[src/rtl/mem_arbiter.sv]
// Two-port memory arbiter: IDLE -> ACCESS -> (WAIT) -> RESP, every output registered.
// Word width comes from `WORD_SIZE (defines.vh); define ARB_ROUND_ROBIN_EN for alternating tie grants.
`ifndef WORD_SIZE
`define WORD_SIZE 16
`endif

module mem_arbiter #(
  parameter int RD_LAT = 1
) (
  input  logic                  clk,
  input  logic                  areset,
  input  logic                  p0_req,
  input  logic                  p1_req,
  input  logic                  p0_we,
  input  logic                  p1_we,
  input  logic [`WORD_SIZE-1:0] p0_addr,
  input  logic [`WORD_SIZE-1:0] p1_addr,
  input  logic [`WORD_SIZE-1:0] p0_wdata,
  input  logic [`WORD_SIZE-1:0] p1_wdata,
  output logic                  p0_ack,
  output logic                  p1_ack,
  output logic [`WORD_SIZE-1:0] p0_rdata,
  output logic [`WORD_SIZE-1:0] p1_rdata,
  output logic                  mem_load,
  output logic                  mem_store,
  output logic [`WORD_SIZE-1:0] mem_addr,
  output logic [`WORD_SIZE-1:0] mem_wdata,
  input  logic [`WORD_SIZE-1:0] mem_rdata,
  output logic                  busy,
  output logic                  owner,
  output logic [1:0]            dbg_state
);

  localparam int W = `WORD_SIZE;
  localparam logic [2:0] LAT = 3'(RD_LAT);

  typedef enum logic [1:0] {
    S_IDLE   = 2'd0,
    S_ACCESS = 2'd1,
    S_WAIT   = 2'd2,
    S_RESP   = 2'd3
  } state_t;

  // Handshake: a requester raises req with we/addr/wdata and holds them until
  // its one-cycle ack; ports are sampled only in IDLE, so anything changed
  // after the grant is ignored, and a req still high after ack is a new request.

  state_t         r_state;
  state_t         w_state_nxt;
  logic           r_we;
  logic [2:0]     r_cnt;
  logic           r_owner;
  logic           r_p0_ack;
  logic           r_p1_ack;
  logic [W-1:0]   r_p0_rdata;
  logic [W-1:0]   r_p1_rdata;
  logic           r_mem_load;
  logic           r_mem_store;
  logic [W-1:0]   r_mem_addr;
  logic [W-1:0]   r_mem_wdata;
  logic           r_busy;

  logic           w_grant;
  logic           w_sel;
  logic           w_sel_we;
  logic [W-1:0]   w_sel_addr;
  logic [W-1:0]   w_sel_wdata;
  logic           w_done;
  logic [W-1:0]   w_rd_word;
  logic           w_we_d;
  logic [2:0]     w_cnt_d;
  logic           w_owner_d;
  logic           w_p0_ack_d;
  logic           w_p1_ack_d;
  logic [W-1:0]   w_p0_rdata_d;
  logic [W-1:0]   w_p1_rdata_d;
  logic           w_mem_load_d;
  logic           w_mem_store_d;
  logic [W-1:0]   w_mem_addr_d;
  logic [W-1:0]   w_mem_wdata_d;
  logic           w_busy_d;

  // Arbitration between the two ports for the IDLE-cycle grant.
  always_comb begin
    w_grant = (r_state == S_IDLE) && (p0_req || p1_req);
`ifdef ARB_ROUND_ROBIN_EN
    if (p0_req && p1_req) begin
      w_sel = ~r_owner;
    end else begin
      w_sel = ~p0_req;
    end
`else
    w_sel = ~p0_req;
`endif
    w_sel_we    = w_sel ? p1_we    : p0_we;
    w_sel_addr  = w_sel ? p1_addr  : p0_addr;
    w_sel_wdata = w_sel ? p1_wdata : p0_wdata;
  end

  always_ff @(posedge clk or posedge areset) begin
    if (areset) begin
      r_state     <= S_IDLE;
      r_we        <= 1'b0;
      r_cnt       <= 3'd0;
      r_owner     <= 1'b1;
      r_p0_ack    <= 1'b0;
      r_p1_ack    <= 1'b0;
      r_p0_rdata  <= '0;
      r_p1_rdata  <= '0;
      r_mem_load  <= 1'b0;
      r_mem_store <= 1'b0;
      r_mem_addr  <= '0;
      r_mem_wdata <= '0;
      r_busy      <= 1'b0;
    end else begin
      r_state     <= w_state_nxt;
      r_we        <= w_we_d;
      r_cnt       <= w_cnt_d;
      r_owner     <= w_owner_d;
      r_p0_ack    <= w_p0_ack_d;
      r_p1_ack    <= w_p1_ack_d;
      r_p0_rdata  <= w_p0_rdata_d;
      r_p1_rdata  <= w_p1_rdata_d;
      r_mem_load  <= w_mem_load_d;
      r_mem_store <= w_mem_store_d;
      r_mem_addr  <= w_mem_addr_d;
      r_mem_wdata <= w_mem_wdata_d;
      r_busy      <= w_busy_d;
    end
  end

  always_comb begin
    w_state_nxt = r_state;
    case (r_state)
      S_IDLE:   if (p0_req || p1_req) w_state_nxt = S_ACCESS;
      S_ACCESS: w_state_nxt = r_we ? S_RESP : S_WAIT;
      S_WAIT:   if (r_cnt == 3'd1) w_state_nxt = S_RESP;
      S_RESP:   w_state_nxt = S_IDLE;
      default:  w_state_nxt = S_IDLE;
    endcase
  end

  // Outputs are computed one cycle early so they land registered in the target state.
  always_comb begin
    w_we_d        = w_grant ? w_sel_we : r_we;
    w_owner_d     = w_grant ? w_sel : r_owner;
    w_cnt_d       = 3'd0;
    if (r_state == S_ACCESS && !r_we) begin
      w_cnt_d = LAT;
    end else if (r_state == S_WAIT && r_cnt != 3'd0) begin
      w_cnt_d = r_cnt - 3'd1;
    end
    w_mem_load_d  = w_grant && !w_sel_we;
    w_mem_store_d = w_grant && w_sel_we;
    w_mem_addr_d  = w_grant ? w_sel_addr  : '0;
    w_mem_wdata_d = w_grant ? w_sel_wdata : '0;
    w_done        = (w_state_nxt == S_RESP);
    w_rd_word     = (r_state == S_WAIT) ? mem_rdata : '0;
    w_p0_ack_d    = w_done && !r_owner;
    w_p1_ack_d    = w_done && r_owner;
    w_p0_rdata_d  = w_p0_ack_d ? w_rd_word : '0;
    w_p1_rdata_d  = w_p1_ack_d ? w_rd_word : '0;
    w_busy_d      = (w_state_nxt != S_IDLE);
  end

  assign p0_ack    = r_p0_ack;
  assign p1_ack    = r_p1_ack;
  assign p0_rdata  = r_p0_rdata;
  assign p1_rdata  = r_p1_rdata;
  assign mem_load  = r_mem_load;
  assign mem_store = r_mem_store;
  assign mem_addr  = r_mem_addr;
  assign mem_wdata = r_mem_wdata;
  assign busy      = r_busy;
  assign owner     = r_owner;
  assign dbg_state = r_state;

endmodule
[config.mk]
export PLATFORM = sky130hd
export DESIGN_NAME = mem_arbiter
export DESIGN_NICKNAME = d
export VERILOG_FILES = /design/src/rtl/mem_arbiter.sv
export SDC_FILE = /design/constraint.sdc
export NUM_CORES = 1
export LEC_CHECK = 0
export BUFFER_PORTS_ARGS = -buffer_cell sky130_fd_sc_hd__buf_4
export CAP_MARGIN = 20
export CORE_UTILIZATION = 24
export DETAILED_ROUTE_END_ITERATION = 8
export GPL_ROUTABILITY_DRIVEN = 1
export PLACE_DENSITY_LB_ADDON = 0.1
export SETUP_SLACK_MARGIN = 0.05
export SYNTH_ARGS = -nofsm -noshare
export SYNTH_HDL_FRONTEND = slang
export SYNTH_SLANG_ARGS = --single-unit
[constraint.sdc]
create_clock -name clk -period 3 [get_ports clk]
set_input_delay 0.45 -clock clk [delete_from_list [all_inputs] [get_ports clk]]
set_output_delay 0.45 -clock clk [all_outputs]
set_load 0.1 [all_outputs]
== After elaboration in Yosys (flattened, before gate mapping) ==
Cells that the tools add are included.

* Input bits: 86
* Register bits: 76
* Word-level logic and storage cells: 48

* Mux-type cells: 14
* Bitwise logic cells: 1
* Eq/ne operators: 5
* $add $sub $neg: 1
* Reductions and logical operators: 14

{| class="wikitable"
|+ Operators by type and width
! kind !! number
|-
| $mux W16 || 7
|-
| $pmux W2 S4 || 1
|-
| $logic_and A1 B1 Y1 || 7
|-
| $eq A2 B2 Y1 const B || 3
|-
| $mux W3 || 2
|-
| $mux W2 || 2
|-
| $eq A3 B1 Y1 const B || 1
|-
| $logic_not A1 Y1 || 3
|-
| $reduce_bool A3 Y1 || 1
|-
| $sub A3 B1 Y3 const B || 1
|-
| $eq A2 B1 Y1 const B || 1
|-
| $logic_not A2 Y1 || 1
|-
| $mux W1 || 2
|-
| $reduce_bool A2 Y1 || 1
|-
| $logic_or A1 B1 Y1 || 1
|-
| $not A1 Y1 || 1
|}

== Depth between registers and ports, before layout ==
Gate-level depths: netlist of run 1.

* Depth after elaboration: 6
* Gate-level depth with buffers: 6
* Gate-level depth less buffers: 5

== Worst setup path before layout of run 1 ==
OpenSTA, ideal clock, no wires.

* Kind: register -> register
* From: register r_state[0], in the netlist dbg_state[0]
* To: register r_p0_ack, in the netlist p0_ack
* Data required time: 2874 ps
* Cell stages (with the launch flop): 7
* Buffers on the path: 1
* Data arrival time: 2306 ps
* Path slack: 569 ps
* Cells stage by stage: dfrtp_1 inv_1 ha_1 a21o_1 o311ai_4 buf_6 nor2_1

* Cells in the longest elaborated chain, start to end: 4
* Elaborated cells between the ends (all ways): 9
* Classes of those cells: 4 x eq/ne; 3 x mux; 2 x reduce/logical

{| class="wikitable"
|+ RTL lines
! item !! line !! RTL
|-
| start, declared || 48 || <nowiki>state_t r_state;</nowiki>
|-
| start signal, assigned || 116 || <nowiki>r_state <= w_state_nxt;</nowiki>
|-
| $eq A2 B2 Y1 (tied with other cells) || 134 || <nowiki>case (r_state)</nowiki>
|-
| $pmux W2 S4 (*) || 134 ||
|-
| $eq A2 B2 Y1 (*) || 157 || <nowiki>w_done = (w_state_nxt == S_RESP);</nowiki>
|-
| $logic_and A1 B1 Y1 (*) || 159 || <nowiki>w_p0_ack_d = w_done && !r_owner;</nowiki>
|-
| net w_p0_ack_d || 73 || <nowiki>logic w_p0_ack_d;</nowiki>
|-
| end signal, assigned || 120 || <nowiki>r_p0_ack <= w_p0_ack_d;</nowiki>
|-
| end, declared || 53 || <nowiki>logic r_p0_ack;</nowiki>
|}

The timed path passes the listed nets; every way through them passes the cells marked *.
A chain may end at the register's enable or synchronous reset.

== Worst setup path in the final report of run 1 ==
* From: register r_state[0], in the netlist dbg_state[0]
* To: register r_p1_rdata[14], in the netlist p1_rdata[14]

* Cells in the longest elaborated chain, start to end: 5
* Elaborated cells between the ends (all ways): 11
* Classes of those cells: 4 x eq/ne; 5 x mux; 2 x reduce/logical

{| class="wikitable"
|+ RTL lines
! item !! line !! RTL
|-
| $eq A2 B2 Y1 (tied with other cells) || 134 ||
|-
| $pmux W2 S4 || 134 ||
|-
| $eq A2 B2 Y1 || 157 ||
|-
| $logic_and A1 B1 Y1 || 160 || <nowiki>w_p1_ack_d = w_done && r_owner;</nowiki>
|-
| $mux W16 (*) || 162 || <nowiki>w_p1_rdata_d = w_p1_ack_d ? w_rd_word : '0;</nowiki>
|-
| net w_p1_rdata_d[14] || 76 || <nowiki>logic [W-1:0] w_p1_rdata_d;</nowiki>
|-
| end signal, assigned || 123 || <nowiki>r_p1_rdata <= w_p1_rdata_d;</nowiki>
|-
| end, declared || 56 || <nowiki>logic [W-1:0] r_p1_rdata;</nowiki>
|}

Marked as above.

==> results.cfg, run 1 <==
[outcome]
status = finished with violations
failed_checks = design-rule violations

[floorplanning]
rows = 39
core_um2 = 11600
dieArea_um2 = 12600
die_width_um = 112
ios = 158
start_util = 0.251
die_y_um = 112

[setup_path]
path_delay_family = compound AO/OA/AOI/OAI gates
endpoint_kind = flip-flop
critPathMaxStageDelay_ns = 0.65
critPathSlowestCell = o311ai_4
reg2reg_depth = 5
arrival_ns = 2.23
worstReg2RegStart = dbg_state[0]$_DFF_PP0_
crit_buf_inv = 1
start_kind = flip-flop
crit_chain = inv_1 -> ha_1 -> a21o_1 -> o311ai_4 -> nor2_1
path_class = flip-flop to flip-flop
crit_required_ns = 3.17
critPathMaxFanout = 17
r2r_end = p1_rdata[14]$_DFF_PP0_
rrSetupSlack_ns = 0.94

[yosys]
avgSynthCellArea_um2 = 12.1
yosys_warnings = 0
netlist_instances = 241
seq_area_frac_synth = 0.654
synthArstFlopShare = 1.00
synth_area_um2 = 2910
synth_top_area_frac = 0.645
synthTopCellsByArea = dfrtp_1, mux2i_1, nor2_1
ys.flop_type = dfrtp_1
synthesis.nets = 334
ys_seq_elements = 76
synth-edff-count = 0
synth_top_area_cell = dfrtp_1
synth_cell_types = 22

[detailed_routing]
vias_per_cell = 4.04
num_vias = 2211
wl_per_cell_um = 13.0
wirelength_um = 7100
drtIter0Drc = 70
drc_errors = 11
firstDrtPassIters = 6
antenna_left = 0

[placement]
gp_congestion = 0.696
port_buffers = 157
dp_hpwl_um = 5210
placed_cells = 533

[clock_network]
path_clk_slew_ns = 0.06
cts.sinks = 76
clockBufferDepth = 2
cts_tree = yes
cts-buffers-inserted = 9
clockRootBuffer = clkbuf_16
htree_levels = 3
ctsResizeCount = 0
clkLatencyLatePin_ns = 0.32
cts_hold_buf = 0
postCtsSetupBuffers = 0

[global_route]
antenna_found_initial = 0
grt_pass1_vias = 2210
grt_overflow_total = 0
grt_pass1_wl_um = 11400
grt_max_degree = 38
grtUsageTotal = 0.119

[sta]
timing.final.crit_share = 0.686
hold-worst-slack_ns = 0.205
finalClockSkew_ns = 0.00545
slew_headroom = 0.490
post-route-min-period_ns = 2.06
setup_viol = 0
finalHoldViolations = 0
rsz0062_at_grt = no
tns_ns = 0
maxSlewViolCount = 0
worstMarginPinSlew_ns = 0.764
fmax_ghz = 0.486

[finish]
syn2layout_area_growth_pct = 54.2
final_cell_mix = buf_4, dfrtp_1, nor2_1
final_common_cell = buf_4
final-instance-count-excl-fill = 547
nets = 494
drive_gt1_frac = 0.441
antennaDiodeCount = 0

[flow_run]
max_cap_violations = 0

[power_and_ir_drop]
total_power_uw = 5040
power_density_nw_per_um2 = 1120
p_leak_uw = 0.00241
irDropWorstVdd_mv = 0.377

[hold_path]
hold_path.class = input port to asynchronous set/reset pin
[worst register-to-register path, stage by stage, from the launching register on]
cell and delay, ns:
dfrtp_1 0.53, inv_1 0.14, ha_1 0.23, a21o_1 0.24, o311ai_4 0.65, nor2_1 0.12
[logic make-up after synthesis]
| group | count (synthesis) | synth area share |
|---|---|---|
| muxes | 34 | 0.117 |
| adders and majority gates | 7 | 0.0301 |
| AOI/OAI and AO/OA | 9 | 0.0327 |
| DFF | 76 | 0.654 |
| buffers and inverters | 17 | 0.0310 |
| and+or+nand+nor | 98 | 0.135 |
[synthesized netlist by cell type, types with 2 or more instances]
| library cell | instances |
|---|---|
| clkbuf_1 | 5 |
| mux2i_1 | 34 |
| nand2_1 | 19 |
| o311ai_4 | 2 |
| buf_2 | 3 |
| dfrtp_1 | 75 |
| o21ai_1 | 2 |
| buf_6 | 3 |
| nor2_1 | 71 |
| inv_1 | 6 |
| ha_1 | 7 |
| nor2b_1 | 4 |
[flip-flops by register name (all words and copies together), names as in the netlist]
signal and count:
p0_rdata 16, busy 1, mem_wdata 16, mem_addr 16, mem_store 1, mem_load 1, p0_ack 1, r_cnt 3
owner 1, dbg_state 2, p1_ack 1, r_we 1, p1_rdata 16
[power breakdown]
part           switching, uW  internal [uW]  total [uW]
combinational           2170            560        2730
sequential               102           1260        1360
clock                    377            572         948
[area by class of cell]
class,count,area [um^2]
Multi-Input combinational cell,148,921
Timing Repair Buffer,160,1200
Fill cell,1187,7130
Tap cell,143,179
Clock buffer,12,246
Sequential cell,76,1900
Clock inverter,2,12.5
Inverter,6,23.8
[layer usage]
metal	GRT usage	wire, um	up-vias
met3	0.0470	841	9
met1	0.143	2920	1000
met4	0.0587	113	0
li1	-	-	1088
met5	0	0	-
met2	0.185	3220	114
[how the worst max path moves through the flow]
stage                             endpoint  depth (start not counted)                   start  slack, ns
detailed placement  p0_rdata[15]$_DFF_PP0_                          5  dbg_state[0]$_DFF_PP0_       0.92
floorplan                 p0_ack$_DFF_PP0_                          6  dbg_state[0]$_DFF_PP0_       0.57
global route        p0_rdata[12]$_DFF_PP0_                          5  dbg_state[0]$_DFF_PP0_       0.76
CTS                  p1_rdata[2]$_DFF_PP0_                          5  dbg_state[0]$_DFF_PP0_       0.90
global placement    p0_rdata[15]$_DFF_PP0_                          5  dbg_state[0]$_DFF_PP0_       0.96
finish              p1_rdata[14]$_DFF_PP0_                          5  dbg_state[0]$_DFF_PP0_       0.94
[metrics by stage]
stage	util	worst slack, ns	area [um^2]
after floorplan	-	0.569	2910
after global placement	0.364	0.960	4230
after detailed placement	0.364	0.917	4230
after CTS	0.386	0.897	4490
after global routing	0.386	0.765	4490
final	0.386	0.943	4490
Power figures use the tool's default switching activity.
==> run 2, diff against run 1 <==
- clock period: 3 -> 1.68 ns (I/O delays scaled with it)
==> run 2 against run 1 <==
Net effect: the flow finishes with violations (design-rule violations, negative setup slack); wire length grew 6.6%; highest routed layer unchanged; critical path depth grew 2; clock power grew 120%; sequential share of layout area shrank 2.6 points; setup slack lost 1.0 ns; non-clock buffer count grew 17; largest power group unchanged; die area is the same.
==> results.cfg, run 2 (synthesized netlist as in run 1, its figures left out) <==
[outcome]
status = finished with violations
failed_checks = design-rule violations, negative setup slack

[setup_path]
crit_start = dbg_state[0]$_DFF_PP0_
critPathSlowestCell = or4b_4
endpoint_kind = flip-flop
critPathMaxStageDelay_ns = 0.51
critPathMaxFanout = 8
start_kind = flip-flop
crit_chain = buf_6 -> inv_4 -> ha_4 -> or4b_4 -> o311ai_4 -> buf_16 -> nor2_1
path_class = flip-flop to flip-flop
arrival_ns = 1.98
worstReg2RegStart = dbg_state[0]$_DFF_PP0_
rrSetupSlack_ns = -0.08
crit_required_ns = 1.90

[finish]
drive_gt1_frac = 0.492
nFillCells = 1153
final_common_cell = buf_4
final_cell_mix = buf_4, dfrtp_1, nor2_1
nets = 511
syn2layout_area_growth_pct = 64.9
antennaDiodeCount = 0

[placement]
dp_hpwl_um = 5700
dp_slack_ns = -0.263
gp_congestion = 0.701
port_buffers = 157

[detailed_routing]
drtIter0Drc = 75
wirelength_um = 7560
antenna_left = 0
drc_errors = 11
firstDrtPassIters = 6
num_vias = 2306
wl_per_cell_um = 13.4
vias_per_cell = 4.07

[sta]
maxSlewViolCount = 0
tns_ns = -2.28
hold-worst-slack_ns = 0.121
setup_slack_ns = -0.0815
timing.final.crit_share = 1.05
fmax_ghz = 0.568
slew_headroom = 0.650
worstMarginPinSlew_ns = 0.524
post-route-min-period_ns = 1.76
finalHoldViolations = 0
setup_viol = 34
finalClockSkew_ns = 0.00644
rsz0062_at_grt = yes

[floorplanning]
dieArea_um2 = 12600
ios = 158
die_y_um = 112
core_um2 = 11600
die_width_um = 112
rows = 39
start_util = 0.251

[clock_network]
clkLatencyLatePin_ns = 0.33
clockRootBuffer = clkbuf_16
cts_tree = yes
cts.sinks = 76
cts-buffers-inserted = 9
clockBufferDepth = 2
path_clk_slew_ns = 0.06
htree_levels = 3

[global_route]
grtUsageTotal = 0.128
grt_overflow_total = 0
grt_pass1_vias = 2460
grt_pass1_wl_um = 12400
grt_max_degree = 33
antenna_found_initial = 0

[power_and_ir_drop]
irDropWorstVdd_mv = 0.664
total_power_uw = 9900
p_leak_uw = 0.00255
power_density_nw_per_um2 = 2060

[hold_path]
hold_path.class = input port to flip-flop
hp-start = p0_req

[flow_run]
max_cap_violations = 0
[run 2: changes by cell type in the layout (fill, tap and decap cells not counted), sizes merged]
cell         delta
buf            +16
bufinv          +2
clkbuf          -3
clkinv          +2
clkinvlp        +1
dlygate4sd3     +1
[run 2: power breakdown]
group          switching (uW)  internal [uW]  leakage, uW  total [uW]
Sequential                164           2270      0.00102        2430
Clock                     746           1290     0.000155        2040
Combinational            4040           1400      0.00137        5430
[run 2: worst max-delay path, delay by kind of cell (launching register included)]
| kind | cells | cell delay (ns) |
|---|---|---|
| AO/OA/AOI/OAI | 1 | 0.13 |
| adder cells (fa/ha/maj) | 1 | 0.11 |
| buffers and inverters | 3 | 0.36 |
| flip-flops | 1 | 0.49 |
| AND/OR/NAND/NOR | 2 | 0.56 |
[run 2: final timing paths]
check	endpoint	cells after the start
max	p1_rdata[0]$_DFF_PP0_	7
min	owner$_DFFE_PP1P_	2
max reg2reg	p1_rdata[0]$_DFF_PP0_	7
min reg2reg	owner$_DFFE_PP1P_	2
max in group asynchronous	owner$_DFFE_PP1P_	4
min in group asynchronous	p1_rdata[14]$_DFF_PP0_	3
[run 2: cell type report]
cell class / instances / area (um^2) / area share
flip-flops and latches: 76 / 1910 / 0.398
repair buffers: 177 / 1410 / 0.294
multi-input cells: 148 / 951 / 0.198
clock buffers: 9 / 225 / 0.0469
well taps: 143 / 179 / 0.0373
clock inverters: 7 / 91.3 / 0.0190
inverters: 6 / 28.8 / 0.00600
[run 2: what timing repair did]
item / CTS / global route
gates resized for setup: 7 / 3
cloned: 1 / 0
hold buffers: 1 / 0
pin swaps: 10 / 1
setup buffers: 2 / 0
endpoints found under the setup margin: 37 / 37
endpoints found under the hold margin: 13 / 0
[run 2: layer usage]
layer  up-vias  GRT usage  wire length, um
met4         0     0.0427               83
met1      1062      0.154             3080
met2       111      0.202             3550
met5         -          0                0
met3         6     0.0621              854
li1       1127          -                -
[run 2: metrics by stage]
step	instances	util	instance area [um^2]
after floorplan	241	-	2940
after global placement	546	0.377	4380
after detailed placement	546	0.377	4380
after CTS	566	0.412	4790
after global routing	566	0.413	4800
final	566	0.413	4800
